**src/rtl/vdma_pkg.sv**
```systemverilog
// Shared definitions for the VDMA cores: FSM encoding, fixed AXI4 attributes and
// the word-to-byte shift used for strides and burst sizes.
package vdma_pkg;

    typedef enum logic [1:0] {
        StIdle,
        StSync,
        StRun,
        StDrain
    } vdma_state_e;

    localparam logic [1:0] AXI_BURST_INCR = 2'b01;
    localparam logic [2:0] AXI_SIZE_32    = 3'b010;
    localparam logic [3:0] AXI_CACHE_DEF  = 4'b0011;
    localparam int unsigned STRIDE_SHIFT  = 2;

    function automatic logic [31:0] burst_bytes(input logic [31:0] awlen);
        return (awlen + 32'd1) << STRIDE_SHIFT;
    endfunction

endpackage

```
**src/rtl/vdma_axi4_aw_gen.sv**
```systemverilog
// Strided 2-D burst address generator: walks bursts along a line, then jumps to the
// next line base. Shared between the read and write VDMA cores.
module vdma_axi4_aw_gen
    import vdma_pkg::*;
#(
    parameter int ADDR_WIDTH   = 32,
    parameter int LEN_WIDTH    = 8,
    parameter int STRIDE_WIDTH = 12,
    parameter int H_WIDTH      = 12,
    parameter int V_WIDTH      = 12
) (
    input  logic                    i_clk,
    input  logic                    i_rst_n,
    input  logic                    i_start,
    input  logic                    i_run,
    input  logic                    i_stall,
    input  logic [ADDR_WIDTH-1:0]   i_addr,
    input  logic [STRIDE_WIDTH-1:0] i_stride,
    input  logic [H_WIDTH-1:0]      i_width,
    input  logic [V_WIDTH-1:0]      i_height,
    input  logic [LEN_WIDTH-1:0]    i_awlen,
    input  logic                    i_awready,
    output logic [ADDR_WIDTH-1:0]   o_awaddr,
    output logic                    o_awvalid,
    output logic                    o_done
);

    logic [ADDR_WIDTH-1:0] r_addr;
    logic [ADDR_WIDTH-1:0] r_base;
    logic [ADDR_WIDTH-1:0] r_stride_bytes;
    logic [H_WIDTH-1:0]    r_width;
    logic [H_WIDTH:0]      r_hcnt;
    logic [V_WIDTH-1:0]    r_vcnt;
    logic                  r_active;

    logic [ADDR_WIDTH-1:0] w_step;
    logic [ADDR_WIDTH-1:0] w_stride_bytes;
    logic [H_WIDTH:0]      w_burst_words;
    logic [H_WIDTH:0]      w_hcnt_next;
    logic                  w_line_end;
    logic                  w_aw_hs;

    assign w_step         = ADDR_WIDTH'(burst_bytes(32'(i_awlen)));
    assign w_stride_bytes = ADDR_WIDTH'(i_stride) << STRIDE_SHIFT;
    assign w_burst_words  = (H_WIDTH + 1)'(i_awlen) + (H_WIDTH + 1)'(1);
    assign w_hcnt_next    = r_hcnt - w_burst_words;
    // r_hcnt counts words left in the line, including the burst being offered
    assign w_line_end     = (w_burst_words >= r_hcnt);

    assign o_awvalid = r_active & i_run & ~i_stall;
    assign o_awaddr  = r_addr;
    assign o_done    = ~r_active;
    assign w_aw_hs   = o_awvalid & i_awready;

    always_ff @(posedge i_clk or negedge i_rst_n) begin
        if (!i_rst_n) begin
            r_addr         <= '0;
            r_base         <= '0;
            r_stride_bytes <= '0;
            r_width        <= '0;
            r_hcnt         <= '0;
            r_vcnt         <= '0;
            r_active       <= 1'b0;
        end else if (i_start) begin
            r_addr         <= i_addr;
            r_base         <= i_addr + w_stride_bytes;
            r_stride_bytes <= w_stride_bytes;
            r_width        <= i_width;
            r_hcnt         <= {1'b0, i_width};
            r_vcnt         <= i_height;
            r_active       <= (i_width != '0) && (i_height != '0);
        end else if (w_aw_hs) begin
            if (w_line_end) begin
                r_addr <= r_base;
                r_base <= r_base + r_stride_bytes;
                r_hcnt <= {1'b0, r_width};
                r_vcnt <= r_vcnt - V_WIDTH'(1);
                if (r_vcnt == V_WIDTH'(1)) begin
                    r_active <= 1'b0;
                end
            end else begin
                r_addr <= r_addr + w_step;
                r_hcnt <= w_hcnt_next;
            end
        end
    end

endmodule

```
**src/rtl/vdma_axi4s_to_axi4_core.sv**
```systemverilog
// Video write DMA: syncs to frame start on an AXI4-Stream input and writes pixels to a
// strided frame buffer as AXI4 INCR bursts; AW may run ahead of W by a credit count.
module vdma_axi4s_to_axi4_core
    import vdma_pkg::*;
#(
    parameter int AXI4_ID_WIDTH    = 6,
    parameter int AXI4_ADDR_WIDTH  = 32,
    parameter int AXI4_LEN_WIDTH   = 8,
    parameter int AXI4S_USER_WIDTH = 1,
    parameter int AXI4S_DATA_WIDTH = 24,
    parameter int STRIDE_WIDTH     = 12,
    parameter int H_WIDTH          = 12,
    parameter int V_WIDTH          = 12,
    parameter int INDEX_WIDTH      = 8,
    parameter int CREDIT_WIDTH     = 4
) (
    input  logic                        i_aclk,
    input  logic                        i_aresetn,
    input  logic                        i_enable,
    output logic                        o_busy,
    input  logic [AXI4_ADDR_WIDTH-1:0]  i_param_addr,
    input  logic [STRIDE_WIDTH-1:0]     i_param_stride,
    input  logic [H_WIDTH-1:0]          i_param_width,
    input  logic [V_WIDTH-1:0]          i_param_height,
    input  logic [AXI4_LEN_WIDTH-1:0]   i_param_awlen,
    output logic [INDEX_WIDTH-1:0]      o_status_index,
    output logic                        o_status_err,
    output logic [AXI4_ID_WIDTH-1:0]    o_m_axi4_awid,
    output logic [AXI4_ADDR_WIDTH-1:0]  o_m_axi4_awaddr,
    output logic [AXI4_LEN_WIDTH-1:0]   o_m_axi4_awlen,
    output logic [1:0]                  o_m_axi4_awburst,
    output logic [2:0]                  o_m_axi4_awsize,
    output logic [3:0]                  o_m_axi4_awcache,
    output logic                        o_m_axi4_awlock,
    output logic [2:0]                  o_m_axi4_awprot,
    output logic [3:0]                  o_m_axi4_awqos,
    output logic [3:0]                  o_m_axi4_awregion,
    output logic                        o_m_axi4_awvalid,
    input  logic                        i_m_axi4_awready,
    output logic [31:0]                 o_m_axi4_wdata,
    output logic [3:0]                  o_m_axi4_wstrb,
    output logic                        o_m_axi4_wlast,
    output logic                        o_m_axi4_wvalid,
    input  logic                        i_m_axi4_wready,
    input  logic [AXI4_ID_WIDTH-1:0]    i_m_axi4_bid,
    input  logic [1:0]                  i_m_axi4_bresp,
    input  logic                        i_m_axi4_bvalid,
    output logic                        o_m_axi4_bready,
    input  logic [AXI4S_USER_WIDTH-1:0] i_s_axi4s_tuser,
    input  logic                        i_s_axi4s_tlast,
    input  logic [AXI4S_DATA_WIDTH-1:0] i_s_axi4s_tdata,
    input  logic                        i_s_axi4s_tvalid,
    output logic                        o_s_axi4s_tready
);

    vdma_state_e               r_state;
    vdma_state_e               w_state_next;
    logic [CREDIT_WIDTH-1:0]   r_credit;
    logic [CREDIT_WIDTH-1:0]   r_outstanding;
    logic [AXI4_LEN_WIDTH-1:0] r_beat;
    logic [AXI4_LEN_WIDTH-1:0] r_awlen;
    logic [INDEX_WIDTH-1:0]    r_index;
    logic                      r_err;
    logic                      r_first;

    logic                      w_start;
    logic                      w_run;
    logic                      w_credit_nz;
    logic                      w_stall;
    logic                      w_aw_done;
    logic                      w_aw_hs;
    logic                      w_wvalid;
    logic                      w_wlast;
    logic                      w_w_hs;
    logic                      w_wlast_hs;
    logic                      w_b_hs;
    logic [CREDIT_WIDTH-1:0]   w_credit_d;
    logic [CREDIT_WIDTH-1:0]   w_out_d;
    logic                      w_unused;

    assign w_start     = (r_state == StIdle) && i_enable;
    assign w_run       = (r_state == StRun);
    assign w_credit_nz = (r_credit != '0);
    // Outstanding shares the counter width, so it also gates AW to avoid wrapping
    assign w_stall     = (&r_credit) | (&r_outstanding);
    assign w_wvalid    = w_run & i_s_axi4s_tvalid & w_credit_nz;
    assign w_wlast     = (r_beat == r_awlen);
    assign w_w_hs      = w_wvalid & i_m_axi4_wready;
    assign w_wlast_hs  = w_w_hs & w_wlast;
    assign w_aw_hs     = o_m_axi4_awvalid & i_m_axi4_awready;
    assign w_b_hs      = i_m_axi4_bvalid & o_m_axi4_bready;
    assign w_credit_d  = r_credit + CREDIT_WIDTH'(w_aw_hs) - CREDIT_WIDTH'(w_wlast_hs);
    assign w_out_d     = r_outstanding + CREDIT_WIDTH'(w_aw_hs) - CREDIT_WIDTH'(w_b_hs);
    assign w_unused    = ^{i_m_axi4_bid, i_s_axi4s_tlast, i_s_axi4s_tuser};

    assign o_busy            = (r_state != StIdle);
    assign o_status_index    = r_index;
    assign o_status_err      = r_err;
    assign o_m_axi4_awid     = '0;
    assign o_m_axi4_awlen    = r_awlen;
    assign o_m_axi4_awburst  = AXI_BURST_INCR;
    assign o_m_axi4_awsize   = AXI_SIZE_32;
    assign o_m_axi4_awcache  = AXI_CACHE_DEF;
    assign o_m_axi4_awlock   = 1'b0;
    assign o_m_axi4_awprot   = 3'b000;
    assign o_m_axi4_awqos    = 4'h0;
    assign o_m_axi4_awregion = 4'h0;
    assign o_m_axi4_wdata    = {{(32 - AXI4S_DATA_WIDTH){1'b0}}, i_s_axi4s_tdata};
    assign o_m_axi4_wstrb    = 4'hf;
    assign o_m_axi4_wlast    = w_run & w_wlast;
    assign o_m_axi4_wvalid   = w_wvalid;
    assign o_m_axi4_bready   = o_busy;

    vdma_axi4_aw_gen #(
        .ADDR_WIDTH   (AXI4_ADDR_WIDTH),
        .LEN_WIDTH    (AXI4_LEN_WIDTH),
        .STRIDE_WIDTH (STRIDE_WIDTH),
        .H_WIDTH      (H_WIDTH),
        .V_WIDTH      (V_WIDTH)
    ) u_aw_gen (
        .i_clk     (i_aclk),
        .i_rst_n   (i_aresetn),
        .i_start   (w_start),
        .i_run     (w_run),
        .i_stall   (w_stall),
        .i_addr    (i_param_addr),
        .i_stride  (i_param_stride),
        .i_width   (i_param_width),
        .i_height  (i_param_height),
        .i_awlen   (r_awlen),
        .i_awready (i_m_axi4_awready),
        .o_awaddr  (o_m_axi4_awaddr),
        .o_awvalid (o_m_axi4_awvalid),
        .o_done    (w_aw_done)
    );

    always_comb begin
        w_state_next     = r_state;
        o_s_axi4s_tready = 1'b0;
        unique case (r_state)
            StIdle: begin
                if (i_enable) w_state_next = StSync;
            end
            StSync: begin
                // Hold off the frame-start beat so RUN writes it as the first pixel
                o_s_axi4s_tready = ~i_s_axi4s_tuser[0];
                if (i_s_axi4s_tvalid && i_s_axi4s_tuser[0]) w_state_next = StRun;
            end
            StRun: begin
                o_s_axi4s_tready = i_m_axi4_wready & w_credit_nz;
                if (w_wlast_hs && w_aw_done && (r_credit == CREDIT_WIDTH'(1))) begin
                    w_state_next = StDrain;
                end
            end
            StDrain: begin
                if (w_out_d == '0) w_state_next = StIdle;
            end
            default: w_state_next = StIdle;
        endcase
    end

    always_ff @(posedge i_aclk or negedge i_aresetn) begin
        if (!i_aresetn) begin
            r_state       <= StIdle;
            r_credit      <= '0;
            r_outstanding <= '0;
            r_beat        <= '0;
            r_awlen       <= '0;
            r_index       <= '0;
            r_err         <= 1'b0;
            r_first       <= 1'b0;
        end else begin
            r_state <= w_state_next;
            if (w_start) begin
                r_awlen       <= i_param_awlen;
                r_index       <= r_index + INDEX_WIDTH'(1);
                r_err         <= 1'b0;
                r_credit      <= '0;
                r_outstanding <= '0;
                r_beat        <= '0;
            end else begin
                r_credit      <= w_credit_d;
                r_outstanding <= w_out_d;
                if (w_w_hs) begin
                    r_beat <= w_wlast ? '0 : r_beat + AXI4_LEN_WIDTH'(1);
                end
                if ((w_w_hs && i_s_axi4s_tuser[0] && !r_first) ||
                    (w_b_hs && (i_m_axi4_bresp != 2'b00))) begin
                    r_err <= 1'b1;
                end
            end
            if ((r_state == StSync) && (w_state_next == StRun)) begin
                r_first <= 1'b1;
            end else if (w_w_hs) begin
                r_first <= 1'b0;
            end
        end
    end

endmodule
```
**config.mk**
```make
export PLATFORM = sky130hd
export DESIGN_NAME = vdma_axi4s_to_axi4_core
export DESIGN_NICKNAME = d
export VERILOG_FILES = /design/src/rtl/vdma_pkg.sv /design/src/rtl/vdma_axi4_aw_gen.sv /design/src/rtl/vdma_axi4s_to_axi4_core.sv
export SDC_FILE = /design/constraint.sdc
export NUM_CORES = 1
export LEC_CHECK = 0
export ABC_AREA = 1
export CORE_ASPECT_RATIO = 0.9
export CORE_MARGIN = 10
export CORE_UTILIZATION = 35
export DETAILED_ROUTE_END_ITERATION = 10
export RECOVER_POWER = 25
export SLEW_MARGIN = 20
export SYNTH_ARGS = -nofsm -noshare
export SYNTH_HDL_FRONTEND = slang
export SYNTH_HIERARCHICAL = 1
export SYNTH_SLANG_ARGS = --single-unit
```
**constraint.sdc**
```tcl
create_clock -name i_aclk -period 3.1 [get_ports i_aclk]
set_input_delay 0.62 -clock i_aclk [delete_from_list [all_inputs] [get_ports i_aclk]]
set_output_delay 0.62 -clock i_aclk [all_outputs]
set_load 0.005 [all_outputs]
```
==> impl_metrics.ini <==
[grt]
grt_overflow = 0
antenna_found_initial = 0
grt_use_total_pct = 20.0
grt_max_degree = 80
grt_pass1_wl_um = 72400
grt_pass1_vias = 13000

[floorplan]
start_util_pct = 35.4
die_h_um = 202
num_rows = 66
fp.dieArea_um2 = 44700
coreArea_um2 = 36200
die-width_um = 222
io_pins = 235

[routing]
vias_per_cell = 5.02
wirelength_um = 45900
dr.pass1.iters = 6
route.met3.wl_um = 2710
top_layer = met4
wl_met2_um = 21200
route.vias.total = 13300
drc = 0
ant_nets = 0
wl_met1_um = 20800
drt_iter0_drc = 1065
avgRoutedWirePerCell_um = 17.3

[timing]
final_hold_viol_count = 0
max_slew_margin_pct = -33.2
fmax_ghz = 0.350
finalHoldWorstSlack_ns = 0.463
skew_ns = 0.0158
drv_slew = 67
worst_slew_pin_slew_ns = 2.00
layout_setup_ws_ns = 0.246
finalCriticalPeriod_ns = 2.85
setup_viol = 0
fin_crit_sh_pct = 92.1

[run_status]
status = finished with violations
violations = max-capacitance violations, max-slew violations

[placement]
dp_cells = 2618
place_ws_ns = -0.0301
dp_hpwl_um = 35900
numPortBuffers = 140
place.gp.congestion = 0.920
placed_cell_area_um2 = 14800

[critical_path]
critical_path.slowest_cell = clkdlybuf4s50_1
criticalPathCategory = reg -> out
path_buf_inv = 2
cp-end-kind = output pin
start_kind = flip-flop
startpoint = o_m_axi4_awlen[2]
crit_path_max_incr_delay_ns = 0.53
crit_chain = buf_4 -> xnor2_1 -> nand2_1 -> nor2_1 -> nand2_2 -> nor2_1 -> clkdlybuf4s50_1
crit_top_cell = nor2_1
cp_max_fo = 4
arrival_ns = 2.23
r2r-start = o_m_axi4_awlen[0]
cp.required_ns = 2.48
critPathTopFamily = buffers and inverters

[final_layout]
fin_cells = 2652
nets = 2350
synthToLayoutAreaGrowth_pct = 21.2
layout-drive-gt1-share_pct = 6.53
fill_cells = 3802
antennaDiodeCount = 0
final_area_um2 = 15500

[logic_synthesis]
synth.avg_cell_area_um2 = 6.35
synth_top_area_share_pct = 29.3
synth_warnings = 6
netlist_area_um2 = 12800
synthTopCellsByArea = dfrtp_1 29%, nand2_1 21%, nand3_1 7.3%, inv_1 6.8%, ha_1 6.2%
yosysSeqAreaShare_pct = 29.3
synth.distinct_cells = 47
ys_seq_elements = 150
ys.flop_type = dfrtp_1
synth_top_area_cell = dfrtp_1
synth_edf_count = 0
yosysMostFrequentCell = nand2_1
synth-async-reset-ratio_pct = 100
syn_inst = 2018
synth_common_cells = 728 x nand2_1, 232 x inv_1, 187 x nand3_1

[clock_tree]
clock-sinks = 150
clk_latency_ns = 0.44
cts_tree = yes
htreeDepth = 4
cts-root-buf = clkbuf_16
cts_buffer_depth = 2
clk_pin_slew_worst_paths_ns = 0.07
cts_buffers = 17

[run]
maxCapViolCount = 1

[power]
leakagePower_nw = 7.90
p_total_mw = 14.3
p_per_area_nw_per_um2 = 921
peakVddDrop_mv = 0.460

[hold_path]
hold_path.class = reg -> reg
min_from = u_aw_gen/r_width[5]
final timing paths:
check | cells past startpoint | slack [ns] | to
worst min-delay path | 2 | 0.46 | u_aw_gen/r_width[5]
worst max register to register | 19 | 0.25 | u_aw_gen/r_base[26]
max in group asynchronous | 2 | 0.65 | u_aw_gen/r_stride_bytes[13]
min in group asynchronous | 1 | 0.74 | u_aw_gen/r_base[12]
worst max-delay path | 7 | 0.25 | o_m_axi4_wlast
worst min register to register | 2 | 0.46 | u_aw_gen/r_width[5]
metal layers:
metal | up-vias | global-route usage, %
li1 | 6631 | -
met1 | 6182 | 26.4
met2 | 442 | 32.6
met3 | 50 | 3.13
met4 | 0 | 6.36
met5 | - | 0
cells by family after synthesis:
group                    count (synthesis)  synth area share (%)
flip-flops                             150                  29.3
adder cells (fa/ha/maj)                 70                  7.18
XOR/XNOR                                44                  3.01
buffers and inverters                  354                  12.6
AO/OA/AOI/OAI                          240                  10.2
AND/OR/NAND/NOR                       1158                  37.7
other                                    2                0.0586
state kept, by name, summed over array words and instances (netlist names):
register,cells
o_m_axi4_awlen,8
o_status_err,1
o_status_index,8
r_beat,8
r_credit,4
r_first,1
r_outstanding,4
r_state,2
u_aw_gen/o_awaddr,32
u_aw_gen/r_active,1
u_aw_gen/r_base,32
u_aw_gen/r_hcnt,13
u_aw_gen/r_stride_bytes,12
u_aw_gen/r_vcnt,12
u_aw_gen/r_width,12
placed cells by master (no fill, tap or decap), drive strengths merged, types with 4 or more instances in the layout:
master,Yosys,layout
a21o,6,6
a21oi,88,88
a22o,5,5
a31oi,8,8
buf,90,56
clkbuf,21,24
clkdlybuf4s50,0,139
clkinv,4,5
conb,2,39
dfrtp,150,150
fa,6,6
ha,64,64
inv,239,248
nand2,738,738
nand3,190,190
nand3b,7,7
nand4,16,16
nor2,156,156
nor3,33,33
nor4,8,8
o211ai,4,4
o21ai,109,109
o21bai,10,10
or2,4,4
xnor2,20,20
xor2,24,24
cell type report:
| class | instances | area, um2 | share of cell area (%) |
|---|---|---|---|
| flip-flops and latches | 150 | 3760 | 24.2 |
| inverters | 243 | 925 | 5.95 |
| repair buffers | 200 | 1960 | 12.6 |
| clock buffers | 19 | 443 | 2.85 |
| well taps | 476 | 596 | 3.83 |
| clock inverters | 13 | 161 | 1.04 |
| multi-input cells | 1551 | 7700 | 49.6 |
worst register-to-register path: cells and delay by family, from the launching register on:
kind / cells / cell delay, ns
xor+xnor: 1 / 0.19
fa+ha+maj: 1 / 0.31
buf+inv: 4 / 0.48
flops: 1 / 0.35
simple gates: 13 / 1.39
power breakdown:
part / total [mW] / switching, mW / internal [mW]
clock: 2.22 / 0.981 / 1.24
sequential: 3.85 / 1.03 / 2.82
combinational: 8.24 / 4.87 / 3.37
total: 14.3 / 6.88 / 7.44
metrics by stage:
stage	util, %	TNS (ns)
2_1_floorplan	-	0
3_3_place_gp	40.9	-0.0228
3_5_place_dp	40.9	-0.0506
4_1_cts	42.6	0
5_1_grt	43.0	-0.133
6_report	43.0	0
timing repair:
action / 4_1_cts / 5_1_grt
pin swaps: 0 / 6
hold buffers: 0 / 0
setup endpoints to repair: 4 / 89
cloned: 0 / 1
gates resized for setup: 1 / 34
buffers inserted: 0 / 1
No activity file was read; power rests on OpenSTA's default activity.
